`config.mk`:
```
export PLATFORM = sky130hd
export DESIGN_NAME = composite_encoder
export DESIGN_NICKNAME = d
export VERILOG_FILES = /design/src/rtl/composite_pkg.sv /design/src/rtl/composite_sin_lut.sv /design/src/rtl/composite_encoder.sv
export SDC_FILE = /design/constraint.sdc
export NUM_CORES = 1
export LEC_CHECK = 0
export BUFFER_PORTS_ARGS = -buffer_cell sky130_fd_sc_hd__buf_2
export CAP_MARGIN = 15
export CORE_ASPECT_RATIO = 1.75
export CORE_MARGIN = 8
export CORE_UTILIZATION = 50
export CTS_BUF_LIST = sky130_fd_sc_hd__clkbuf_8 sky130_fd_sc_hd__clkbuf_16
export CTS_CLUSTER_DIAMETER = 60
export CTS_CLUSTER_SIZE = 12
export DETAILED_ROUTE_END_ITERATION = 10
export PLACE_DENSITY = 0.77
export SLEW_MARGIN = 5
export SYNTH_ARGS = -nofsm -noshare
export SYNTH_HDL_FRONTEND = slang
export SYNTH_HIERARCHICAL = 1
export SYNTH_SLANG_ARGS = --single-unit
```
`constraint.sdc`:
```
create_clock -name clk -period 8.9 [get_ports clk]
set_input_delay 0.89 -clock clk [delete_from_list [all_inputs] [get_ports clk]]
set_output_delay 0.89 -clock clk [all_outputs]
set_load 0.05 [all_outputs]
```
`src/rtl/composite_pkg.sv`:
```
// -----------------------------------------------------------------------------
// composite_pkg
// Shared constants and helpers for the composite video encoder.
//   - BT.601-style luma coefficients (sum to 256) and U/V scale factors
//   - quarterTurn(): sine-table index offset that turns a sine read into cosine
//   - replicate8(): MSB-first bit replication of a narrow colour to 8 bits
//   - sineSample(): elaboration-time sine table entry, signed 8-bit, peak 127
// No ports (package).
// -----------------------------------------------------------------------------
package composite_pkg;

   localparam int unsigned COEF_YR = 77;
   localparam int unsigned COEF_YG = 150;
   localparam int unsigned COEF_YB = 29;
   localparam int unsigned COEF_U  = 126;
   localparam int unsigned COEF_V  = 224;

   // Index offset of a quarter turn in a table of 2^lutW entries.
   function automatic int unsigned quarterTurn(input int unsigned lutW);
      return 1 << (lutW - 2);
   endfunction

   // Repeat the width-bit value from its MSB downward until 8 bits are filled,
   // so full scale maps to 255 and zero to 0 (3'b101 -> 8'b10110110).
   function automatic logic [7:0] replicate8(input logic [7:0] val, input int unsigned width);
      logic [7:0] res;
      logic [2:0] bitSel;
      res = '0;
      for (int i = 0; i < 8; i++) begin
         bitSel = 3'(width - 1 - (i % width));
         res    = {res[6:0], val[bitSel]};
      end
      return res;
   endfunction

   // Rounded 127*sin(2*pi*idx/2^lutW); only evaluated to build the ROM contents.
   function automatic logic signed [7:0] sineSample(input int idx, input int lutW);
      real ang;
      real s;
      ang = 6.283185307179586 * real'(idx) / real'(1 << lutW);
      s   = 127.0 * $sin(ang);
      if (s >= 0.0)
         return 8'($rtoi(s + 0.5));
      else
         return 8'(-$rtoi(0.5 - s));
   endfunction

endpackage

```
`src/rtl/composite_sin_lut.sv`:
```
// -----------------------------------------------------------------------------
// composite_sin_lut
// Dual-read sine ROM with registered outputs. One read port returns sin at the
// given index, the other returns cos by reading a quarter turn further on.
// Ports:
//   clk      in   clock
//   reset_n  in   asynchronous active-low reset (clears the output registers)
//   sinIdx   in   LUT_W-bit phase index
//   sinVal   out  signed 8-bit sin, one cycle after sinIdx
//   cosVal   out  signed 8-bit cos, one cycle after sinIdx
// -----------------------------------------------------------------------------
module composite_sin_lut
   import composite_pkg::*;
#(
   parameter int LUT_W = 6
) (
   input  logic                    clk,
   input  logic                    reset_n,
   input  logic [LUT_W-1:0]        sinIdx,
   output logic signed [7:0]       sinVal,
   output logic signed [7:0]       cosVal
);

   localparam int DEPTH = 1 << LUT_W;
   localparam logic [LUT_W-1:0] QUARTER = LUT_W'(quarterTurn(LUT_W));

   logic signed [7:0] romData [DEPTH];
   logic [LUT_W-1:0]  cosIdx;

   generate
      for (genvar gi = 0; gi < DEPTH; gi++) begin : g_rom
         assign romData[gi] = sineSample(gi, LUT_W);
      end
   endgenerate

   // Natural LUT_W-bit wrap keeps the cosine read inside the table.
   assign cosIdx = sinIdx + QUARTER;

   always_ff @(posedge clk or negedge reset_n) begin
      if (!reset_n) begin
         sinVal <= '0;
         cosVal <= '0;
      end else begin
         sinVal <= romData[sinIdx];
         cosVal <= romData[cosIdx];
      end
   end

endmodule

```
`src/rtl/composite_encoder.sv`:
```
// -----------------------------------------------------------------------------
// composite_encoder
// RGB to composite video encoder: luma plus quadrature-modulated chroma on a
// DDS subcarrier, colorburst insertion, saturated output. Three pipeline
// stages, no stall, every qualifier delayed with the data.
// Optional PAL support when macro COMPOSITE_PAL_EN is defined (adds pal_mode
// and the line-alternating V switch); without it the encoder is NTSC only.
// Ports:
//   clk           in   clock
//   reset_n       in   asynchronous active-low reset
//   phase_inc     in   subcarrier tuning word, added to the accumulator each cycle
//   r / g / b     in   pixel colour
//   sync_level    in   sync/blank/black base level
//   active        in   visible pixel qualifier
//   colorburst    in   burst window qualifier (wins over active)
//   line_start    in   line start pulse (PAL V switch)
//   frame_start   in   frame start pulse (phase and V switch restart)
//   pal_mode      in   PAL select (COMPOSITE_PAL_EN only)
//   composite     out  encoded sample, 3 cycles after its inputs
//   burst_active  out  colorburst aligned with composite
// -----------------------------------------------------------------------------
module composite_encoder
   import composite_pkg::*;
#(
   parameter int R_W       = 3,
   parameter int G_W       = 3,
   parameter int B_W       = 2,
   parameter int OUT_W     = 8,
   parameter int PHASE_W   = 32,
   parameter int LUT_W     = 6,
   parameter int BURST_AMP = 36
) (
   input  logic               clk,
   input  logic               reset_n,
   input  logic [PHASE_W-1:0] phase_inc,
   input  logic [R_W-1:0]     r,
   input  logic [G_W-1:0]     g,
   input  logic [B_W-1:0]     b,
   input  logic [OUT_W-1:0]   sync_level,
   input  logic               active,
   input  logic               colorburst,
   input  logic               line_start,
   input  logic               frame_start,
`ifdef COMPOSITE_PAL_EN
   input  logic               pal_mode,
`endif
   output logic [OUT_W-1:0]   composite,
   output logic               burst_active
);

   localparam int SW = OUT_W + 3;   // signed width of the output sums
   localparam int SH = OUT_W - 8;   // scale 8-bit quantities to OUT_W
   localparam logic signed [17:0] COEF_U_S  = 18'(COEF_U);
   localparam logic signed [17:0] COEF_V_S  = 18'(COEF_V);
   localparam logic signed [17:0] BURST_K   = 18'(BURST_AMP);
   localparam logic signed [SW-1:0] SAT_MAX = SW'((1 << OUT_W) - 1);

   // ---------------- phase accumulator ----------------
   logic [PHASE_W-1:0] acc;

   always_ff @(posedge clk or negedge reset_n) begin
      if (!reset_n)
         acc <= '0;
      else if (frame_start)
         acc <= '0;
      else
         acc <= acc + phase_inc;
   end

   // ---------------- stage 1: inputs, phase index, luma ----------------
   logic [7:0]  r8, g8, b8, y8;
   logic [15:0] yAcc;

   assign r8   = replicate8(8'(r), R_W);
   assign g8   = replicate8(8'(g), G_W);
   assign b8   = replicate8(8'(b), B_W);
   assign yAcc = 16'(COEF_YR) * 16'(r8) + 16'(COEF_YG) * 16'(g8) + 16'(COEF_YB) * 16'(b8);
   assign y8   = 8'(yAcc >> 8);

   logic [LUT_W-1:0] idxS1;
   logic [7:0]       y8S1, r8S1, b8S1;
   logic [OUT_W-1:0] syncS1;
   logic             activeS1, burstS1;

   always_ff @(posedge clk or negedge reset_n) begin
      if (!reset_n) begin
         idxS1    <= '0;
         y8S1     <= '0;
         r8S1     <= '0;
         b8S1     <= '0;
         syncS1   <= '0;
         activeS1 <= 1'b0;
         burstS1  <= 1'b0;
      end else begin
         idxS1    <= acc[PHASE_W-1 -: LUT_W];
         y8S1     <= y8;
         r8S1     <= r8;
         b8S1     <= b8;
         syncS1   <= sync_level;
         activeS1 <= active;
         burstS1  <= colorburst;
      end
   end

   // ---------------- PAL V switch ----------------
`ifdef COMPOSITE_PAL_EN
   logic vsw, vswNext, vswS1, vswS2;

   always_comb begin
      vswNext = vsw;
      if (frame_start)
         vswNext = 1'b0;
      else if (line_start && pal_mode)
         vswNext = ~vsw;
   end

   // The pipeline takes the post-update value so the line_start sample already
   // belongs to the new line's phase.
   always_ff @(posedge clk or negedge reset_n) begin
      if (!reset_n) begin
         vsw   <= 1'b0;
         vswS1 <= 1'b0;
         vswS2 <= 1'b0;
      end else begin
         vsw   <= vswNext;
         vswS1 <= vswNext;
         vswS2 <= vswS1;
      end
   end
`else
   logic unusedLineStart;
   assign unusedLineStart = line_start;
`endif

   // ---------------- stage 2: colour difference, table lookup ----------------
   logic signed [9:0]  bMinusY, rMinusY, uVal, vVal, vOut;
   logic signed [17:0] uProd, vProd;

   assign bMinusY = $signed({2'b00, b8S1}) - $signed({2'b00, y8S1});
   assign rMinusY = $signed({2'b00, r8S1}) - $signed({2'b00, y8S1});
   assign uProd   = COEF_U_S * 18'(bMinusY);
   assign vProd   = COEF_V_S * 18'(rMinusY);
   assign uVal    = 10'(uProd >>> 8);
   assign vVal    = 10'(vProd >>> 8);
`ifdef COMPOSITE_PAL_EN
   assign vOut    = vswS1 ? -vVal : vVal;
`else
   assign vOut    = vVal;
`endif

   logic signed [9:0] uS2, vS2;
   logic signed [7:0] sinS2, cosS2;
   logic [7:0]        y8S2;
   logic [OUT_W-1:0]  syncS2;
   logic              activeS2, burstS2;

   composite_sin_lut #(
      .LUT_W (LUT_W)
   ) uSinLut (
      .clk     (clk),
      .reset_n (reset_n),
      .sinIdx  (idxS1),
      .sinVal  (sinS2),
      .cosVal  (cosS2)
   );

   always_ff @(posedge clk or negedge reset_n) begin
      if (!reset_n) begin
         uS2      <= '0;
         vS2      <= '0;
         y8S2     <= '0;
         syncS2   <= '0;
         activeS2 <= 1'b0;
         burstS2  <= 1'b0;
      end else begin
         uS2      <= uVal;
         vS2      <= vOut;
         y8S2     <= y8S1;
         syncS2   <= syncS1;
         activeS2 <= activeS1;
         burstS2  <= burstS1;
      end
   end

   // ---------------- stage 3: modulate, select, saturate ----------------
   logic signed [17:0]   chromaSum;
   logic signed [8:0]    burstSin;
   logic signed [17:0]   burstProd, burstMag, burstLvl;
   logic signed [SW-1:0] syncTerm, lumaTerm, chromaTerm, burstTerm, total;
   logic [OUT_W-1:0]     compNext;

   assign chromaSum = 18'(uS2) * 18'(sinS2) + 18'(vS2) * 18'(cosS2);

`ifdef COMPOSITE_PAL_EN
   // 135 deg = (cos - sin)/sqrt2, 225 deg = (-cos - sin)/sqrt2; 181/256 ~ 1/sqrt2.
   logic signed [9:0]  palMix;
   logic signed [17:0] palProd;
   assign palMix   = vswS2 ? (-10'(cosS2) - 10'(sinS2)) : (10'(cosS2) - 10'(sinS2));
   assign palProd  = 18'(palMix) * 18'sd181;
   assign burstSin = 9'(palProd >>> 8);
`else
   assign burstSin = -(9'(sinS2));
`endif

   // Burst level rounds toward zero so the burst swings symmetrically about
   // the blanking level (+35 / -35 for the default amplitude).
   assign burstProd = BURST_K * 18'(burstSin);
   assign burstMag  = burstProd[17] ? -burstProd : burstProd;
   assign burstLvl  = burstProd[17] ? -(burstMag >>> 7) : (burstMag >>> 7);

   assign syncTerm   = $signed(SW'(syncS2));
   assign lumaTerm   = $signed(SW'(y8S2)) <<< SH;
   assign chromaTerm = SW'(chromaSum >>> 7) <<< SH;
   assign burstTerm  = SW'(burstLvl) <<< SH;

   always_comb begin
      total = syncTerm;
      if (burstS2)
         total = syncTerm + burstTerm;
      else if (activeS2)
         total = syncTerm + lumaTerm + chromaTerm;
   end

   always_comb begin
      compNext = OUT_W'(total);
      if (total < 0)
         compNext = '0;
      else if (total > SAT_MAX)
         compNext = '1;
   end

   always_ff @(posedge clk or negedge reset_n) begin
      if (!reset_n) begin
         composite    <= '0;
         burst_active <= 1'b0;
      end else begin
         composite    <= compNext;
         burst_active <= burstS2;
      end
   end

endmodule

```
==> results_dict.tcl, run 1 <==
set metrics [dict create \
    status "finished clean" \
    synth_fp_nets 2613 \
    start_kind "register" \
    worstMarginPinSlew_ns 0.906 \
    cp_common_cell "fa_1" \
    synth_top_area_cell "fa_1" \
    crit_path_start "uSinLut/cosVal[0]" \
    critPathSlowestCell "fa_1" \
    numCtsBuffers 17 \
    slew_violations 0 \
    htreeDepth 4 \
    grt_setup_unrepaired "false" \
    skew_ns 0.0132 \
    r2r_start "uSinLut/cosVal[0]" \
    drtPass1Iterations 6 \
    die_h_um 276 \
    synth-async-reset-ratio 1.00 \
    antenna_found_initial 1 \
    final_common_cell "inv_1" \
    finalHoldViolations 0 \
    critical_path_class "register to register" \
    synth-main-ff-cell "dfrtp_1" \
    fmax_mhz 123 \
    synthesis.instances 2055 \
    drt_wl_total_um 43500 \
    die_w_um 165 \
    max_stage_delay_ns 0.54 \
    cp-end-kind "register" \
    cts_max_path_buffers 2 \
    hp-class "primary input to async pin" \
    final_nets 2659 \
    ioPinCount 63 \
    worstPathRequired_ns 9.24 \
    rows 95 \
    antenna_left 0 \
    grt_pass1_vias 16100 \
    arrival_ns 8.46 \
    dieArea_um2 45500 \
    grt_pass1_wl_um 74200 \
    synth-seq-cells 123 \
    instances_no_fill 2600 \
    area_growth_pct 6.99 \
    synth_edf_count 0 \
    grt_max_degree 53 \
    core_um2 38300 \
    synth.distinct_cells 90 \
    drv_cap 0 \
    cts_resized 0 \
    cp_top_family "adder cells" \
    hold_buffers 0 \
    cts.reportedPaths.clkPinSlew_ns 0.07 \
    crit_buf_inv 2 \
    final_cell_mix "386 x inv_1, 265 x ha_1, 239 x fa_1, 123 x dfrtp_1, 119 x nand2_1" \
    vias 14400 \
    wl_per_cell_um 16.7 \
    syn_area_um2 19300 \
    grt_usage 0.202 \
    yosysWarnings 6 \
    initial_core_util 0.505 \
    clock_sinks 123 \
    routed_via_density 5.55 \
    cts_tree "done" \
    synth.area.top_cells "fa_1 25%, ha_1 17%, dfrtp_1 16%" \
    port_buffers 61 \
    path_max_fanout 10 \
    seq_area_frac_synth 0.159 \
    period_needed_ns 8.12 \
    synth_top_area_frac 0.248 \
    setup_viol 0 \
    setup_tns_ns 0 \
    place_congestion 0.909 \
    overflow 0 \
    syn_avg_cell_area_um2 9.41 \
    drc 0 \
    hpwlAfterDp_um 36400 \
    post_route_cells_drive_above_1_share 0.0719 \
    timing.final.crit_share 0.912 \
    place_inst 2567 \
    cts_setup_buffers 0 \
    dr.first_iter.drc_count 638 \
    cts-root-buf "clkbuf_16" \
    relSlewSlack 0.392 \
    clk_latency_ns 0.44 \
]
-- worst register-to-register path: cells and delay by family (launching register included) --
kind / cells / cell delay [ns]
fa+ha+maj: 8 / 3.65
compound gates: 9 / 1.98
simple gates: 4 / 1.20
flops: 1 / 0.52
xor+xnor: 3 / 0.50
buf+inv: 2 / 0.18
-- area by class of cell --
cell class	instances	area, um2
fill	3383	17600
inverter	390	1460
timing repair buffer	69	368
clock buffer	17	425
clock inverter	15	150
tap	485	607
multi-input combinational	1500	14600
antenna	1	2.50
sequential	123	3080
-- sequential cells by signal, indices dropped and copies added, names as in the netlist --
register        count
y8S1                8
vS2                10
activeS1            1
uSinLut/sinVal      8
activeS2            1
uS2                 9
burstS2             1
y8S2                8
composite           8
idxS1               6
uSinLut/cosVal      8
b8S1                2
syncS1              8
burst_active        1
syncS2              8
r8S1                3
acc                32
burstS1             1
-- worst paths after layout --
kind	endpoint	slack (ns)	depth (start not counted)
min in group clk	syncS2[0]	0.34	0
max in group asynchronous	vS2[8]	6.90	3
max reg2reg	composite[2]	0.78	26
max	composite[2]	0.78	26
min reg2reg	syncS2[0]	0.34	0
min	burst_active	0.33	1
-- synth_stat cells, drive strengths merged, types with 4 or more instances --
master and n:
or3b 4, nor2b 25, and2 77, nand2 119, and3b 4, o21bai 21, nand3 15, buf 13
xor2 43, mux2i 20, inv 388, nor3 25, a311oi 4, or2 7, or3 8, o221ai 6
clkbuf 29, nand4 5, o21a 16, a21o 45, o211ai 10, nand2b 26, a32oi 4, dfrtp 123
ha 265, o21ai 68, a211oi 17, nand3b 6, a31oi 9, a2111oi 4, o22ai 7, xnor2 118
and3 7, fa 239, mux2 9, a31o 7, a21oi 90, nor2 115
-- cells by family (layout without fill, tap and decap cells) --
group | Yosys count | after routing | share of synthesized area
AOI/OAI and AO/OA | 346 | 346 | 0.121
xor gates and xnor gates | 161 | 161 | 0.0743
adders and majority gates | 505 | 505 | 0.420
buffers and inverters | 432 | 491 | 0.0861
DFF | 123 | 123 | 0.159
muxes | 32 | 32 | 0.0191
other | 0 | 1 | 0
and+or+nand+nor | 456 | 456 | 0.120
-- routing by layer --
layer | share of wire | vias to the layer above | GRT usage
met1 | 0.33 | 7219 | 0.186
met2 | 0.59 | 309 | 0.406
li1 | - | 6764 | -
met4 | 0.055 | 0 | 0.117
met3 | 0.023 | 142 | 0.0225
met5 | 0 | - | 0
-- per-stage QoR --
| stage | hold slack, ns | util | instance area, um2 | setup WS (ns) |
|---|---|---|---|---|
| 2_1_floorplan | 0.331 | - | 19300 | 1.55 |
| 3_3_place_gp | 0.333 | 0.525 | 20100 | 0.838 |
| 3_5_place_dp | 0.335 | 0.525 | 20100 | 0.774 |
| 4_1_cts | 0.325 | 0.540 | 20700 | 0.740 |
| 5_1_grt | 0.348 | 0.540 | 20700 | 0.173 |
| 6_report | 0.331 | 0.540 | 20700 | 0.781 |
Power of run 1 is left out: the tool's default activity adds up to more than one toggle a clock period on the data nets, which glitch-free logic cannot reach.
==> run 2, diff against run 1 <==
--- a/config.mk
+++ b/config.mk
@@ -9,12 +9,12 @@
 export CAP_MARGIN = 15
 export CORE_ASPECT_RATIO = 1.75
 export CORE_MARGIN = 8
-export CORE_UTILIZATION = 50
+export CORE_UTILIZATION = 35
 export CTS_BUF_LIST = sky130_fd_sc_hd__clkbuf_8 sky130_fd_sc_hd__clkbuf_16
 export CTS_CLUSTER_DIAMETER = 60
 export CTS_CLUSTER_SIZE = 12
 export DETAILED_ROUTE_END_ITERATION = 10
-export PLACE_DENSITY = 0.77
+export PLACE_DENSITY = 0.61
 export SLEW_MARGIN = 5
 export SYNTH_ARGS = -nofsm -noshare
 export SYNTH_HDL_FRONTEND = slang
==> results_dict.tcl, run 2 (synthesis results as in run 1) <==
set metrics [dict create \
    timing.final.crit_share 0.942 \
    clock_sinks 123 \
    die_w_um 194 \
    r2r_cells 28 \
    grt_pass1_wl_um 74100 \
    overflow 0 \
    die_h_um 327 \
    cts_tree "done" \
    critPathSlowestCell "dfrtp_1" \
    cts_max_path_buffers 2 \
    cts-root-buf "clkbuf_16" \
    antenna_cells 0 \
    worstPathRequired_ns 9.22 \
    hpwlAfterDp_um 37700 \
    worstMarginPinSlew_ns 1.13 \
    core_um2 54900 \
    final_nets 2658 \
    skew_ns 0.0136 \
    max_stage_delay_ns 0.73 \
    cts.reportedPaths.clkPinSlew_ns 0.06 \
    slew_violations 0 \
    critical_path_class "register to register" \
    finalHoldViolations 0 \
    drtPass1Iterations 6 \
    cp-end-kind "register" \
    ioPinCount 63 \
    initial_core_util 0.352 \
    worstHoldPathCells 0 \
    regMostFlops "acc" \
    hold_buffers 0 \
    hp-class "register to register" \
    place_congestion 0.879 \
    grt_usage 0.143 \
    setup_viol 0 \
    drv_cap 0 \
    fmax_mhz 119 \
    vias 14100 \
    min_from "burstS1" \
    rows 114 \
    start_kind "register" \
    largest_reg_flops 32 \
    whs_endpoint "burstS2" \
    r2r_start "uSinLut/sinVal[3]" \
    dr.first_iter.drc_count 552 \
    rrSetupSlack_ns 0.51 \
    antenna_left 0 \
    grt_setup_unrepaired "false" \
    post_route_cells_drive_above_1_share 0.0715 \
    area_growth_pct 8.54 \
    path_max_fanout 16 \
    port_buffers 61 \
    final_cell_mix "386 x inv_1, 265 x ha_1, 239 x fa_1, 123 x dfrtp_1, 119 x nand2_1" \
    cp_common_cell "fa_1" \
    drt_wl_total_um 44000 \
    antenna_found_initial 0 \
    relSlewSlack 0.245 \
    r2r_end "composite[0]" \
    grt_pass1_vias 15400 \
    period_needed_ns 8.39 \
    final_common_cell "inv_1" \
    routed_via_density 5.01 \
    htreeDepth 4 \
    dieArea_um2 63300 \
    grt_max_degree 71 \
    clk_latency_ns 0.44 \
    numCtsBuffers 17 \
    status "finished clean" \
    reg.largest.list "acc: 32 flops, vS2: 10 flops, uS2: 9 flops" \
    wl_per_cell_um 15.7 \
    arrival_ns 8.71 \
    drc 0 \
    setup_tns_ns 0 \
]
## run 2: cell types whose count changed in the layout (fill, tap and decap cells not counted)
cell,delta
a2111oi_1,+1
clkbuf_8,+2
clkinv_2,+3
clkinv_8,-2
clkinvlp_4,-1
inv_6,-4
bufinv_16,+3
buf_4,-2
buf_6,+1
diode_2,-1
clkinv_4,+2
a2111oi_0,-1
inv_8,-3
## run 2: routing by layer
layer,vias to the layer above,GRT usage,routed length (um)
li1,6768,-,-
met1,6961,0.132,15100
met2,229,0.299,25800
met3,105,0.0151,872
met4,0,0.0779,2180
met5,-,0,0
## run 2: worst max-delay path by stage
stage / start / end / slack [ns] / depth (start not counted)
after global placement: uSinLut/sinVal[5] / composite[1] / 0.53 / 29
after detailed placement: uSinLut/sinVal[3] / composite[0] / 0.43 / 28
after CTS: uSinLut/sinVal[3] / composite[0] / 0.35 / 28
after floorplan: uSinLut/sinVal[5] / composite[0] / 1.55 / 29
after global routing: uSinLut/sinVal[3] / composite[0] / 0.05 / 28
final: uSinLut/sinVal[3] / composite[0] / 0.51 / 28
## run 2: timing repair
item / 4_1_cts / 5_1_grt
endpoints found under the setup margin: 0 / 3
gates resized for setup: 0 / 1
setup buffers: 0 / 0
## run 2: through the flow
step | worst slack, ns | hold WS (ns) | cells | cell area, um2 | util
finish | 0.513 | 0.347 | 2809 | 21000 | 0.382
global route | 0.0514 | 0.351 | 2809 | 21000 | 0.382
CTS | 0.347 | 0.350 | 2809 | 21000 | 0.382
detailed placement | 0.432 | 0.340 | 2777 | 20400 | 0.371
global placement | 0.530 | 0.332 | 2777 | 20400 | 0.371
floorplan | 1.55 | 0.331 | 2055 | 19300 | -
## run 2: final cells by class
class,count,area [um2]
sequential,123,3080
tap,696,871
multi-input combinational,1500,14600
clock inverter,13,164
fill,5406,33900
timing repair buffer,68,364
clock buffer,19,453
inverter,390,1460
## run 2: critical path, delay by kind of cell (launching register included)
kind                     cells  cell delay (ns)
AND/OR/NAND/NOR              4             0.61
adder cells (fa/ha/maj)      8             3.73
flip-flops                   1             0.73
buffers and inverters        4             0.36
AO/OA/AOI/OAI                9             2.30
XOR/XNOR                     3             0.53
Power of run 2 is left out for the same reason.
